## src/rtl/riscv_mem_pkg.sv

```systemverilog
// Shared types and constants for the memory-stage access unit.
package riscv_mem_pkg;

  // funct3 encodings for load/store size; the remaining codes are treated as word
  typedef enum logic [2:0] {
    MEM_LB  = 3'b000,
    MEM_LH  = 3'b001,
    MEM_LW  = 3'b010,
    MEM_LBU = 3'b100,
    MEM_LHU = 3'b101
  } mem_size_e;

  typedef enum logic [1:0] {
    IDLE,
    REQ,
    WAIT_RESP,
    DONE
  } mem_state_e;

  localparam logic [1:0]  RESULTSRC_LOAD = 2'b01;
  localparam logic [31:0] BUS_ERR_DATA   = 32'hDEAD_BEEF;

  // Byte enables for a store of the given size at byte offset off
  function automatic logic [3:0] store_strb(input logic [2:0] size, input logic [1:0] off);
    logic [3:0] strb;
    case (size[1:0])
      2'b00:   strb = 4'b0001 << off;
      2'b01:   strb = 4'b0011 << {off[1], 1'b0};
      default: strb = 4'b1111;
    endcase
    return strb;
  endfunction

endpackage

```

## src/rtl/mem_load_align.sv

```systemverilog
// Load data alignment: selects the addressed byte/half of the raw word and extends it.
module mem_load_align
  import riscv_mem_pkg::*;
(
  input  logic [31:0] rdata,
  input  logic [1:0]  off,
  input  logic [2:0]  size,
  output logic [31:0] result
);

  logic [7:0]  byte_sel;
  logic [15:0] half_sel;

  // Lane select and sign/zero extension
  always_comb begin
    byte_sel = rdata[{off, 3'b000} +: 8];
    half_sel = off[1] ? rdata[31:16] : rdata[15:0];
    case (mem_size_e'(size))
      MEM_LB:  result = {{24{byte_sel[7]}}, byte_sel};
      MEM_LH:  result = {{16{half_sel[15]}}, half_sel};
      MEM_LBU: result = {24'h0, byte_sel};
      MEM_LHU: result = {16'h0, half_sel};
      default: result = rdata;
    endcase
  end

endmodule

```

## src/rtl/mem_stage_access.sv

```systemverilog
// Memory-stage access unit: issues a valid/ready data-memory request for the instruction
// held in EX/MEM, aligns store lanes, returns extended load data and stalls upstream
// until the access completes. Define MEM_MISALIGN_TRAP_EN to reject misaligned half/word
// accesses without issuing a request (adds the MisalignM output).
module mem_stage_access
  import riscv_mem_pkg::*;
#(
  parameter int unsigned DATA_WIDTH     = 32,
  parameter int unsigned TIMEOUT_CYCLES = 255
) (
  input  logic                  clk,
  input  logic                  rst_n,
  input  logic [DATA_WIDTH-1:0] ALUResultM,
  input  logic [DATA_WIDTH-1:0] WriteDataM,
  input  logic                  MemWriteM,
  input  logic [1:0]            ResultSrcM,
  input  logic [2:0]            MemSizeM,
  output logic                  mem_req_valid,
  input  logic                  mem_req_ready,
  output logic [DATA_WIDTH-1:0] mem_addr,
  output logic                  mem_we,
  output logic [DATA_WIDTH-1:0] mem_wdata,
  output logic [3:0]            mem_wstrb,
  input  logic                  mem_resp_valid,
  input  logic [DATA_WIDTH-1:0] mem_rdata,
  output logic [DATA_WIDTH-1:0] ReadDataM,
  output logic                  StallM,
`ifdef MEM_MISALIGN_TRAP_EN
  output logic                  MisalignM,
`endif
  output logic                  BusErrM
);

  localparam int unsigned CntW = $clog2(TIMEOUT_CYCLES + 1);

  mem_state_e      state_q;
  logic [CntW-1:0] cnt_q;
  logic [31:0]     addr_q, wdata_q, rdata_q;
  logic [3:0]      wstrb_q;
  logic            we_q, bus_err_q;
  logic [1:0]      off_q;
  logic [2:0]      size_q;

  logic        access;
  logic        timeout;
  logic [31:0] lane_wdata;
  logic [3:0]  lane_wstrb;
  logic [31:0] load_result;

`ifdef MEM_MISALIGN_TRAP_EN
  logic misaligned;
  logic misalign_q;

  // Half at odd address, or any word access not on a 4-byte boundary
  always_comb begin
    misaligned = (MemSizeM[1:0] == 2'b01 && ALUResultM[0]) ||
                 (MemSizeM[1] && ALUResultM[1:0] != 2'b00);
  end

  assign MisalignM = misalign_q;
`endif

  // Access decode, store lane replication and timeout detection
  always_comb begin
    access     = MemWriteM | (ResultSrcM == RESULTSRC_LOAD);
    timeout    = (cnt_q == CntW'(TIMEOUT_CYCLES - 1));
    lane_wstrb = store_strb(MemSizeM, ALUResultM[1:0]);
    case (MemSizeM[1:0])
      2'b00:   lane_wdata = {4{WriteDataM[7:0]}};
      2'b01:   lane_wdata = {2{WriteDataM[15:0]}};
      default: lane_wdata = WriteDataM;
    endcase
  end

  mem_load_align u_load_align (
    .rdata  (mem_rdata),
    .off    (off_q),
    .size   (size_q),
    .result (load_result)
  );

  // Access FSM with timeout counter and registered request/result outputs
  always_ff @(posedge clk or negedge rst_n) begin
    if (!rst_n) begin
      state_q   <= IDLE;
      cnt_q     <= '0;
      addr_q    <= '0;
      wdata_q   <= '0;
      wstrb_q   <= '0;
      we_q      <= 1'b0;
      off_q     <= '0;
      size_q    <= '0;
      rdata_q   <= '0;
      bus_err_q <= 1'b0;
`ifdef MEM_MISALIGN_TRAP_EN
      misalign_q <= 1'b0;
`endif
    end else begin
      bus_err_q <= 1'b0;
`ifdef MEM_MISALIGN_TRAP_EN
      misalign_q <= 1'b0;
`endif
      case (state_q)
        IDLE: begin
          cnt_q <= '0;
          if (access) begin
            // Capture the request so it stays stable for the whole handshake
            addr_q  <= {ALUResultM[31:2], 2'b00};
            wdata_q <= lane_wdata;
            wstrb_q <= lane_wstrb;
            we_q    <= MemWriteM;
            off_q   <= ALUResultM[1:0];
            size_q  <= MemSizeM;
`ifdef MEM_MISALIGN_TRAP_EN
            if (misaligned) begin
              misalign_q <= 1'b1;
              state_q    <= DONE;
            end else begin
              state_q <= REQ;
            end
`else
            state_q <= REQ;
`endif
          end
        end
        REQ: begin
          if (mem_req_ready) begin
            cnt_q   <= '0;
            state_q <= we_q ? DONE : WAIT_RESP;
          end else if (timeout) begin
            cnt_q     <= '0;
            bus_err_q <= 1'b1;
            if (!we_q) rdata_q <= BUS_ERR_DATA;
            state_q   <= DONE;
          end else begin
            cnt_q <= cnt_q + 1'b1;
          end
        end
        WAIT_RESP: begin
          if (mem_resp_valid) begin
            cnt_q   <= '0;
            rdata_q <= load_result;
            state_q <= DONE;
          end else if (timeout) begin
            cnt_q     <= '0;
            bus_err_q <= 1'b1;
            rdata_q   <= BUS_ERR_DATA;
            state_q   <= DONE;
          end else begin
            cnt_q <= cnt_q + 1'b1;
          end
        end
        default: begin
          cnt_q   <= '0;
          state_q <= IDLE;
        end
      endcase
    end
  end

  assign mem_req_valid = (state_q == REQ);
  assign mem_addr      = addr_q;
  assign mem_we        = we_q;
  assign mem_wdata     = wdata_q;
  assign mem_wstrb     = wstrb_q;
  assign ReadDataM     = rdata_q;
  assign BusErrM       = bus_err_q;
  // Gated by rst_n so upstream is never frozen while the unit is held in reset
  assign StallM        = rst_n & access & (state_q != DONE);

endmodule
```

## config.mk

```make
export PLATFORM = sky130hd
export DESIGN_NAME = mem_stage_access
export DESIGN_NICKNAME = d
export VERILOG_FILES = /design/src/rtl/riscv_mem_pkg.sv /design/src/rtl/mem_load_align.sv /design/src/rtl/mem_stage_access.sv
export SDC_FILE = /design/constraint.sdc
export NUM_CORES = 1
export LEC_CHECK = 0
export BUFFER_PORTS_ARGS = -buffer_cell sky130_fd_sc_hd__buf_4
export CORE_MARGIN = 2
export CORE_UTILIZATION = 55
export CTS_BUF_LIST = sky130_fd_sc_hd__clkbuf_8
export CTS_CLUSTER_DIAMETER = 60
export DETAILED_ROUTE_END_ITERATION = 6
export GPL_TIMING_DRIVEN = 0
export PLACE_DENSITY = 0.88
export RECOVER_POWER = 100
export SYNTH_ARGS = -nofsm -noshare
export SYNTH_HDL_FRONTEND = slang
export SYNTH_SLANG_ARGS = --single-unit
```

## constraint.sdc

```tcl
create_clock -name clk -period 3.7 [get_ports clk]
set_input_delay 0.74 -clock clk [delete_from_list [all_inputs] [get_ports clk]]
set_output_delay 0.74 -clock clk [all_outputs]
set_load 0.02 [all_outputs]
```

==> results_dict.tcl, run 1 <==
set metrics [dict create \
    grt_pass1_vias 5331 \
    cp_num_cells 4 \
    critPathMaxFanout 71 \
    synth_top_family_by_area "compound AO/OA/AOI/OAI gates" \
    r2r_start "state_q[1]" \
    yosysTopAreaCell "dfrtp_1" \
    synth.top_cells.by_count "dfrtp_1 (115), nand2_1 (63), mux2_2 (45), o21ai_0 (44)" \
    wl_per_cell_um 18.3 \
    seq_area_frac_synth 0.515 \
    cp.required_ps 2960 \
    synth_compound_area_frac 0.155 \
    synthesis.area_um2 5580 \
    critPathCaptureType "output pin" \
    ctsRootBufferMaster "clkbuf_8" \
    fin_util 0.742 \
    final-max-slew-violation-count 0 \
    crit_arrival_ps 2180 \
    antenna_cells 0 \
    p_int_mw 3.56 \
    drive_gt1_frac 0.261 \
    crit_type "primary input to output pin" \
    regArea_um2 2880 \
    antenna_found_initial 0 \
    cts_hold_buf 0 \
    nNetsFinal 862 \
    clkTransAtPathRegs_ps 70 \
    relSlewSlack 0.326 \
    p_comb_frac 0.485 \
    vias 5066 \
    max_clock_freq_mhz 342 \
    yosysWarnings 0 \
    power.density_nw_per_um2 876 \
    synth.distinct_cells 53 \
    io_buffers 207 \
    ys_async_sr_fraction 1.00 \
    endpoint "StallM" \
    period_share 0.789 \
    synth_top_flop_cell "dfrtp_1" \
    status "completed" \
    switching_share 0.442 \
    dpl_cell_area_um2 7330 \
    synth.most_common_cell "dfrtp_1" \
    io_pins 210 \
    drt-initial-drc-count 208 \
    cp_slowest_cell "buf_4" \
    synth_area_per_cell_um2 10.7 \
    fin_tns_setup_ps 0 \
    max_cap_violations 0 \
    avgViaCountPerCell 5.68 \
    initial_core_util 0.569 \
    track_usage 0.307 \
    finalSetupViolations 0 \
    die-area_um2 11000 \
    ys_seq_elements 115 \
    path_cells "buf_4 -> buf_16 -> nor3b_1 -> clkbuf_1" \
    cts_setup_buffers 0 \
    areaGrowthSynthToFinish_pct 30.5 \
    antenna_left 0 \
    clk_path_buf_depth 2 \
    hold_path_class "primary input to async pin" \
    cts.sink_count 115 \
    drc 0 \
    synth_top_cell_area_share 0.515 \
    r2r_cells 8 \
    synth_xor_area_frac 0.00941 \
    die_w_um 105 \
    pwr-share-seq 0.340 \
    multi_input_area_um2 2440 \
    die_y_um 105 \
    grt_pass1_wl_mm 26.5 \
    cp_num_buf_inv 3 \
    cp-start-kind "primary input" \
    fin_skew_ps 7.37 \
    cp-startpoint "rst_n" \
    drt-total-wl_mm 16.4 \
    fillers 780 \
    synthAdderAreaFrac 0.0134 \
    grt_max_degree 72 \
    hold_viol 0 \
    rows 36 \
    cts_resized 0 \
    hpwlAfterDp_mm 12.2 \
    rsz0062_at_grt "false" \
    gp_congestion 0.903 \
    synth-edff-count 0 \
    fin_crit_ps 2920 \
    core_um2 9820 \
    drtPass1Iterations 5 \
    grt_overflow_total 0 \
    clkPwrFrac 0.175 \
    cp_top_family "buffers and inverters" \
    numCtsBuffers 17 \
    finalPower_mw 6.38 \
    netSwitchingPower_mw 2.82 \
    synthSimpleGateAreaFrac 0.124 \
    r2r_end "ReadDataM[23]" \
    leakage_nw 3.29 \
    ff2ff_setup_slack_ps 1140 \
    h-tree-depth 4 \
    clk_latency_ps 420 \
    syn_inst 522 \
    muxShareOfSynthArea 0.136 \
    slowest_delay_ps 490 \
    fin_area_um2 7290 \
    worstMarginPinSlew_ps 998 \
    cts_tree "done" \
    ir_drop_mv 0.501 \
    synth_area_leaders "dfrtp_1 (52%), mux2_2 (9.1%), mux2i_1 (4.5%)" \
]
==> cells by family (layout without fill, tap and decap cells) <==
group,after synthesis,after routing
AND/OR/NAND/NOR,145,145
AO/OA/AOI/OAI,126,126
flip-flops,115,115
multiplexers,70,70
buffers and inverters,53,289
adder cells (fa/ha/maj),6,6
XOR/XNOR,6,6
other,1,2
==> how the worst min path moves through the flow <==
stage	startpoint	end	slack [ps]	cells after the start
3_5_place_dp	mem_wdata[28]	mem_wdata[28]	470	2
6_report	rst_n	ReadDataM[22]	330	1
5_1_grt	rst_n	ReadDataM[22]	350	1
4_1_cts	rst_n	ReadDataM[22]	340	1
2_1_floorplan	rst_n	BusErrM	440	0
3_3_place_gp	mem_wdata[10]	mem_wdata[10]	470	2
==> power groups by stage <==
stage / Combinational [mW] / Sequential [mW] / Clock [mW]
after floorplan: 1.47 / 2.79 / 0
after global placement: 3.45 / 2.15 / 0
after detailed placement: 3.55 / 2.19 / 0
after CTS: 3.57 / 2.18 / 1.13
after global routing: 3.34 / 2.24 / 1.19
final: 3.09 / 2.17 / 1.12
==> metal layers <==
| layer | GRT usage | vias to the layer above | wire length (um) | part of all wire |
|---|---|---|---|---|
| met5 | 0 | - | 0 | 0 |
| met4 | 0.117 | 0 | 322 | 0.020 |
| met3 | 0.111 | 27 | 1520 | 0.093 |
| met2 | 0.533 | 240 | 8350 | 0.51 |
| met1 | 0.345 | 2492 | 6170 | 0.38 |
| li1 | - | 2307 | - | - |
==> cell type report <==
| class | count | share of cell area |
|---|---|---|
| buffer | 35 | 0.0221 |
| clock buffer | 21 | 0.0397 |
| clock inverter | 7 | 0.0115 |
| inverter | 18 | 0.00927 |
| multi-input combinational | 355 | 0.335 |
| sequential | 115 | 0.395 |
| tap | 133 | 0.0228 |
| timing repair buffer | 208 | 0.164 |
==> worst reg2reg max path, delay by kind of cell (launching register included) <==
| kind | cells | cell delay [ps] |
|---|---|---|
| adders and majority gates | 1 | 310 |
| AOI/OAI and AO/OA | 2 | 310 |
| and+or+nand+nor | 2 | 550 |
| buffers and inverters | 3 | 830 |
| DFF | 1 | 410 |
==> per-stage QoR <==
stage | worst slack, ps | hold WS [ps] | cells
global placement | 599 | 465 | 863
floorplan | 1480 | 444 | 523
global route | 614 | 355 | 892
finish | 779 | 333 | 892
detailed placement | 810 | 471 | 864
CTS | 782 | 341 | 892
==> layout by cell type (no fill, tap or decap), types with 7 or more instances in the layout <==
| cell | synthesis | layout |
|---|---|---|
| a32oi_1 | 12 | 12 |
| clkbuf_1 | 13 | 126 |
| mux2_2 | 45 | 45 |
| buf_4 | 5 | 107 |
| nand2_1 | 63 | 64 |
| nor3_1 | 7 | 7 |
| clkbuf_8 | 0 | 21 |
| o21ai_0 | 44 | 45 |
| o32a_1 | 7 | 7 |
| nor2b_1 | 12 | 12 |
| dfrtp_1 | 115 | 115 |
| mux2i_1 | 25 | 25 |
| a21oi_1 | 24 | 24 |
| inv_1 | 18 | 19 |
| nand3_1 | 10 | 10 |
| nor2_1 | 25 | 25 |
==> registers in the layout, indices dropped and copies added, names as in the netlist <==
name / count
mem_we: 1
state_q: 2
size_q: 3
ReadDataM: 32
mem_addr: 30
mem_wstrb: 4
off_q: 2
cnt_q: 8
mem_wdata: 32
BusErrM: 1
Note: power is estimated with default switching activity, not from simulation.
==> run 2: changes to the inputs <==
- ABC_AREA: default -> 1
- CORE_UTILIZATION: 55 -> 46
- PLACE_DENSITY: 0.88 -> 0.78
- clock period: 3.7 -> 2.6 ns (I/O delays scaled with it)
==> results_dict.tcl, run 2 <==
set metrics [dict create \
    hold_viol 0 \
    whs_endpoint "mem_addr[2]" \
    grt_max_degree 83 \
    hold_depth 3 \
    cp_slowest_cell "dlygate4sd3_1" \
    switching_share 0.471 \
    nNetsFinal 1084 \
    fin_crit_ps 2330 \
    drtPass1Iterations 5 \
    max_cap_violations 0 \
    synth-edff-count 0 \
    grt_pass1_vias 5398 \
    worstMarginPinSlew_ps 1110 \
    ys_async_sr_fraction 1.00 \
    grt_overflow_total 0 \
    fin_skew_ps 12.9 \
    core_um2 12000 \
    netSwitchingPower_mw 4.25 \
    cts_resized 0 \
    grt_pass1_wl_mm 26.4 \
    drt-initial-drc-count 499 \
    cp-start-kind "primary input" \
    yosysWarnings 0 \
    ff2ff_setup_slack_ps 410 \
    fin_tns_setup_ps 0 \
    die_y_um 115 \
    r2r_cells 8 \
    cp_num_buf_inv 3 \
    drt-total-wl_mm 16.2 \
    leakage_nw 3.71 \
    fin_cells 1132 \
    cts_setup_buffers 0 \
    wl_per_cell_um 14.4 \
    synth_top_flop_cell "dfrtp_1" \
    final_cell_mix "nand2_1 (296), clkbuf_1 (126), dfrtp_1 (115)" \
    synth_area_per_cell_um2 7.57 \
    fin_util 0.616 \
    final_common_cell "nand2_1" \
    ctsRootBufferMaster "clkbuf_8" \
    syn_inst 744 \
    cts.sink_count 115 \
    areaGrowthSynthToFinish_pct 30.8 \
    relSlewSlack 0.258 \
    synth_top_cell_area_share 0.511 \
    rows 40 \
    cts_tree "done" \
    clk_latency_ps 440 \
    ir_drop_mv 0.599 \
    io_buffers 206 \
    clkPwrFrac 0.188 \
    numCtsBuffers 17 \
    max_clock_freq_mhz 428 \
    synth.distinct_cells 31 \
    synth.most_common_cell "nand2_1" \
    finalWorstSetupSlack_ps 265 \
    fin_area_um2 7370 \
    whs_ps 275 \
    crit_arrival_ps 1810 \
    antenna_cells 0 \
    dp_slack_ps 636 \
    p_comb_frac 0.474 \
    pwr-share-seq 0.337 \
    h-tree-depth 4 \
    cp_top_family "buffers and inverters" \
    track_usage 0.257 \
    final-max-slew-violation-count 0 \
    dpl_cell_area_um2 7400 \
    r2r_start "state_q[0]" \
    power.density_nw_per_um2 1230 \
    dp_cells 1099 \
    io_pins 210 \
    drive_gt1_frac 0.158 \
    critPathMaxFanout 35 \
    cp.required_ps 2080 \
    worstHoldStart "ALUResultM[2]" \
    slowest_delay_ps 550 \
    gp_congestion 0.902 \
    antenna_found_initial 0 \
    antenna_left 0 \
    r2r_end "mem_wdata[24]" \
    avgViaCountPerCell 5.01 \
    clk_path_buf_depth 2 \
    path_cells "dlygate4sd3_1 -> buf_6 -> nand2_1 -> nor2_1 -> clkbuf_1" \
    crit_type "primary input to output pin" \
    synthesis.area_um2 5630 \
    synth.top_cells.by_count "nand2_1 (294), dfrtp_1 (115), nor2_1 (91), nand3_1 (48), a21oi_1 (47)" \
    vias 5669 \
    drc 0 \
    hold_path_class "primary input to flip-flop" \
    synth_area_leaders "dfrtp_1 (51%), nand2_1 (20%), nor2_1 (6.1%)" \
    yosysTopAreaCell "dfrtp_1" \
    clkTransAtPathRegs_ps 70 \
    die_w_um 115 \
    cts_hold_buf 1 \
    initial_core_util 0.471 \
    finalSetupViolations 0 \
    hpwlAfterDp_mm 12.1 \
    die-area_um2 13100 \
    finalPower_mw 9.02 \
    rsz0062_at_grt "false" \
    critPathCaptureType "output pin" \
    status "completed" \
    period_share 0.898 \
    seq_area_frac_synth 0.511 \
    p_int_mw 4.78 \
    ys_seq_elements 115 \
]
-- run 2: area by class of cell --
cell class	instances	area, um2
Clock inverter	13	143
Buffer	35	158
Inverter	35	131
Multi-Input combinational cell	560	2430
Sequential cell	115	2880
Clock buffer	19	262
Tap cell	147	184
Timing Repair Buffer	208	1180
Fill cell	1181	4600
-- run 2: logic make-up after synthesis --
family | Yosys count | share of synthesized area
adder cells (fa/ha/maj) | 6 | 0.0133
other | 1 | 0.000666
AND/OR/NAND/NOR | 451 | 0.323
XOR/XNOR | 6 | 0.00933
buffers and inverters | 70 | 0.0558
flip-flops | 115 | 0.511
AO/OA/AOI/OAI | 95 | 0.0866
-- run 2: worst max path at each step --
stage	startpoint	to	slack [ps]	cells past startpoint
after floorplan	state_q[1]	ReadDataM[28]	950	10
after global placement	rst_n	StallM	-10	4
after detailed placement	state_q[0]	mem_wstrb[2]	640	7
after CTS	rst_n	StallM	310	5
after global routing	state_q[0]	mem_wdata[31]	130	8
final	rst_n	StallM	270	5
-- run 2: worst register-to-register path, cell delays in order (launching register included) --
cell and delay, ps:
dfrtp_1 420, inv_1 130, ha_1 220, inv_1 50
nor2_1 430, inv_1 310, clkbuf_1 310, nand2_1 110
o21ai_0 90
-- run 2: routing by layer --
metal / global-route usage / vias to the layer above / share of wire
li1: - / 2804 / -
met4: 0.0764 / 0 / 0.018
met3: 0.0974 / 25 / 0.095
met2: 0.404 / 261 / 0.46
met1: 0.331 / 2579 / 0.42
met5: 0 / - / 0
-- run 2: power by group through the flow --
stage | combinational [mW] | clock [mW] | sequential, mW
floorplan | 2.13 | 0 | 3.90
global placement | 4.91 | 0 | 3.06
detailed placement | 4.99 | 0 | 3.07
CTS | 5.00 | 1.74 | 3.06
global route | 4.79 | 1.81 | 3.14
finish | 4.28 | 1.70 | 3.04
==> run 3: changes to the inputs <==
- BUFFER_PORTS_ARGS: -buffer_cell sky130_fd_sc_hd__buf_4 -> default
- CORE_MARGIN: 2 -> default
- CORE_UTILIZATION: 46 -> 25
- DONT_BUFFER_PORTS: default -> 1
- PLACE_DENSITY: 0.78 -> default
==> results_dict.tcl, run 3 (synthesis results as in run 2) <==
set metrics [dict create \
    nNetsFinal 876 \
    slowest_delay_ps 440 \
    cp_slowest_cell "clkbuf_1" \
    cts_tree "done" \
    fillers 2377 \
    cts_setup_buffers 0 \
    core_um2 22000 \
    antenna_left 0 \
    io_buffers 0 \
    final_cell_mix "nand2_1 (296), dfrtp_1 (115), nor2_1 (91)" \
    clk_path_buf_depth 2 \
    relSlewSlack 0.626 \
    critPathMaxFanout 10 \
    gp_congestion 0.852 \
    cp-start-kind "flip-flop" \
    grt_max_degree 117 \
    grt_pass1_wl_mm 27.3 \
    drive_gt1_frac 0.0708 \
    areaGrowthSynthToFinish_pct 13.3 \
    crit_type "flip-flop to flip-flop" \
    drtPass1Iterations 7 \
    hold_path_class "primary input to async pin" \
    finalSetupViolations 0 \
    io_pins 210 \
    die_y_um 152 \
    drt-initial-drc-count 275 \
    die-area_um2 23100 \
    fin_skew_ps 18.3 \
    hpwlAfterDp_mm 12.9 \
    clkTransAtPathRegs_ps 80 \
    fin_tns_setup_ps 0 \
    fin_crit_ps 2240 \
    crit_arrival_ps 2600 \
    die_w_um 152 \
    grt_overflow_total 0 \
    rows 54 \
    critPathCaptureType "flip-flop" \
    period_share 0.863 \
    ctsRootBufferMaster "clkbuf_8" \
    whs_ps -215 \
    path_cells "inv_1 -> ha_1 -> inv_1 -> nor2_1 -> nor2_4 -> nand2_1 -> inv_1 -> clkbuf_1 -> nor2_1 -> nor2_1" \
    drc 26 \
    grt_pass1_vias 4769 \
    drt-total-wl_mm 17.3 \
    cts.sink_count 115 \
    cp.required_ps 2960 \
    leakage_nw 3.08 \
    rsz0062_at_grt "false" \
    wl_per_cell_um 16.4 \
    track_usage 0.153 \
    cts_resized 0 \
    failed_checks "design-rule violations, negative hold slack" \
    power.density_nw_per_um2 1350 \
    ir_drop_mv 0.437 \
    max_clock_freq_mhz 446 \
    initial_core_util 0.256 \
    clk_latency_ps 440 \
    vias 4903 \
    worstMarginPinSlew_ps 561 \
    fin_util 0.291 \
    antenna_cells 0 \
    r2r_cells 10 \
    status "finished with violations" \
    numCtsBuffers 17 \
    avgViaCountPerCell 4.64 \
    final_common_cell "nand2_1" \
    finalPower_mw 8.59 \
    antenna_found_initial 0 \
    hold_viol 115 \
    max_cap_violations 0 \
    final-max-slew-violation-count 0 \
    h-tree-depth 4 \
]
run 3: area by class of cell:
cell class	instances	area, um2	area share
Inverter	35	131	0.0206
Multi-Input combinational cell	560	2430	0.381
Buffer	35	158	0.0247
Sequential cell	115	2880	0.451
Clock buffer	19	262	0.0410
Clock inverter	13	173	0.0271
Tap cell	280	350	0.0549
run 3: path summary, 6_finish.rpt:
kind	startpoint	endpoint	slack, ps
setup / recovery	state_q[1]	ReadDataM[6]	360
hold / removal	rst_n	ReadDataM[30]	-220
setup reg to reg	state_q[1]	ReadDataM[6]	360
hold reg to reg	cnt_q[0]	cnt_q[0]	460
max in group asynchronous	rst_n	mem_addr[15]	2600
min in group clk	MemWriteM	mem_we	200
run 3: critical path, delay by kind of cell, from the launching register on:
kind / cells / cell delay (ps)
flops: 1 / 400
simple gates: 5 / 690
buf+inv: 4 / 770
fa+ha+maj: 1 / 320
run 3: layer usage:
| layer | track usage | wire (um) | share of wire | vias up |
|---|---|---|---|---|
| met5 | 0 | 0 | 0 | - |
| met2 | 0.238 | 7790 | 0.45 | 209 |
| met4 | 0.0491 | 197 | 0.011 | 0 |
| met1 | 0.194 | 7410 | 0.43 | 2290 |
| li1 | - | - | - | 2390 |
| met3 | 0.0582 | 1890 | 0.11 | 14 |
run 3: through the flow:
stage          instances  area (um2)  worst slack (ps)
6_report            1057        6380               357
3_5_place_dp        1025        5990               405
3_3_place_gp        1025        5990               447
5_1_grt             1057        6380               166
4_1_cts             1057        6420               374
2_1_floorplan        745        5640               953
run 3: where the power goes:
group / switching (mW) / total [mW] / leakage (nW) / internal (mW)
Clock: 0.839 / 1.85 / 0.217 / 1.02
Sequential: 1.53 / 4.10 / 1.37 / 2.57
Combinational: 1.79 / 2.63 / 1.49 / 0.845
Total: 4.16 / 8.59 / 3.08 / 4.43
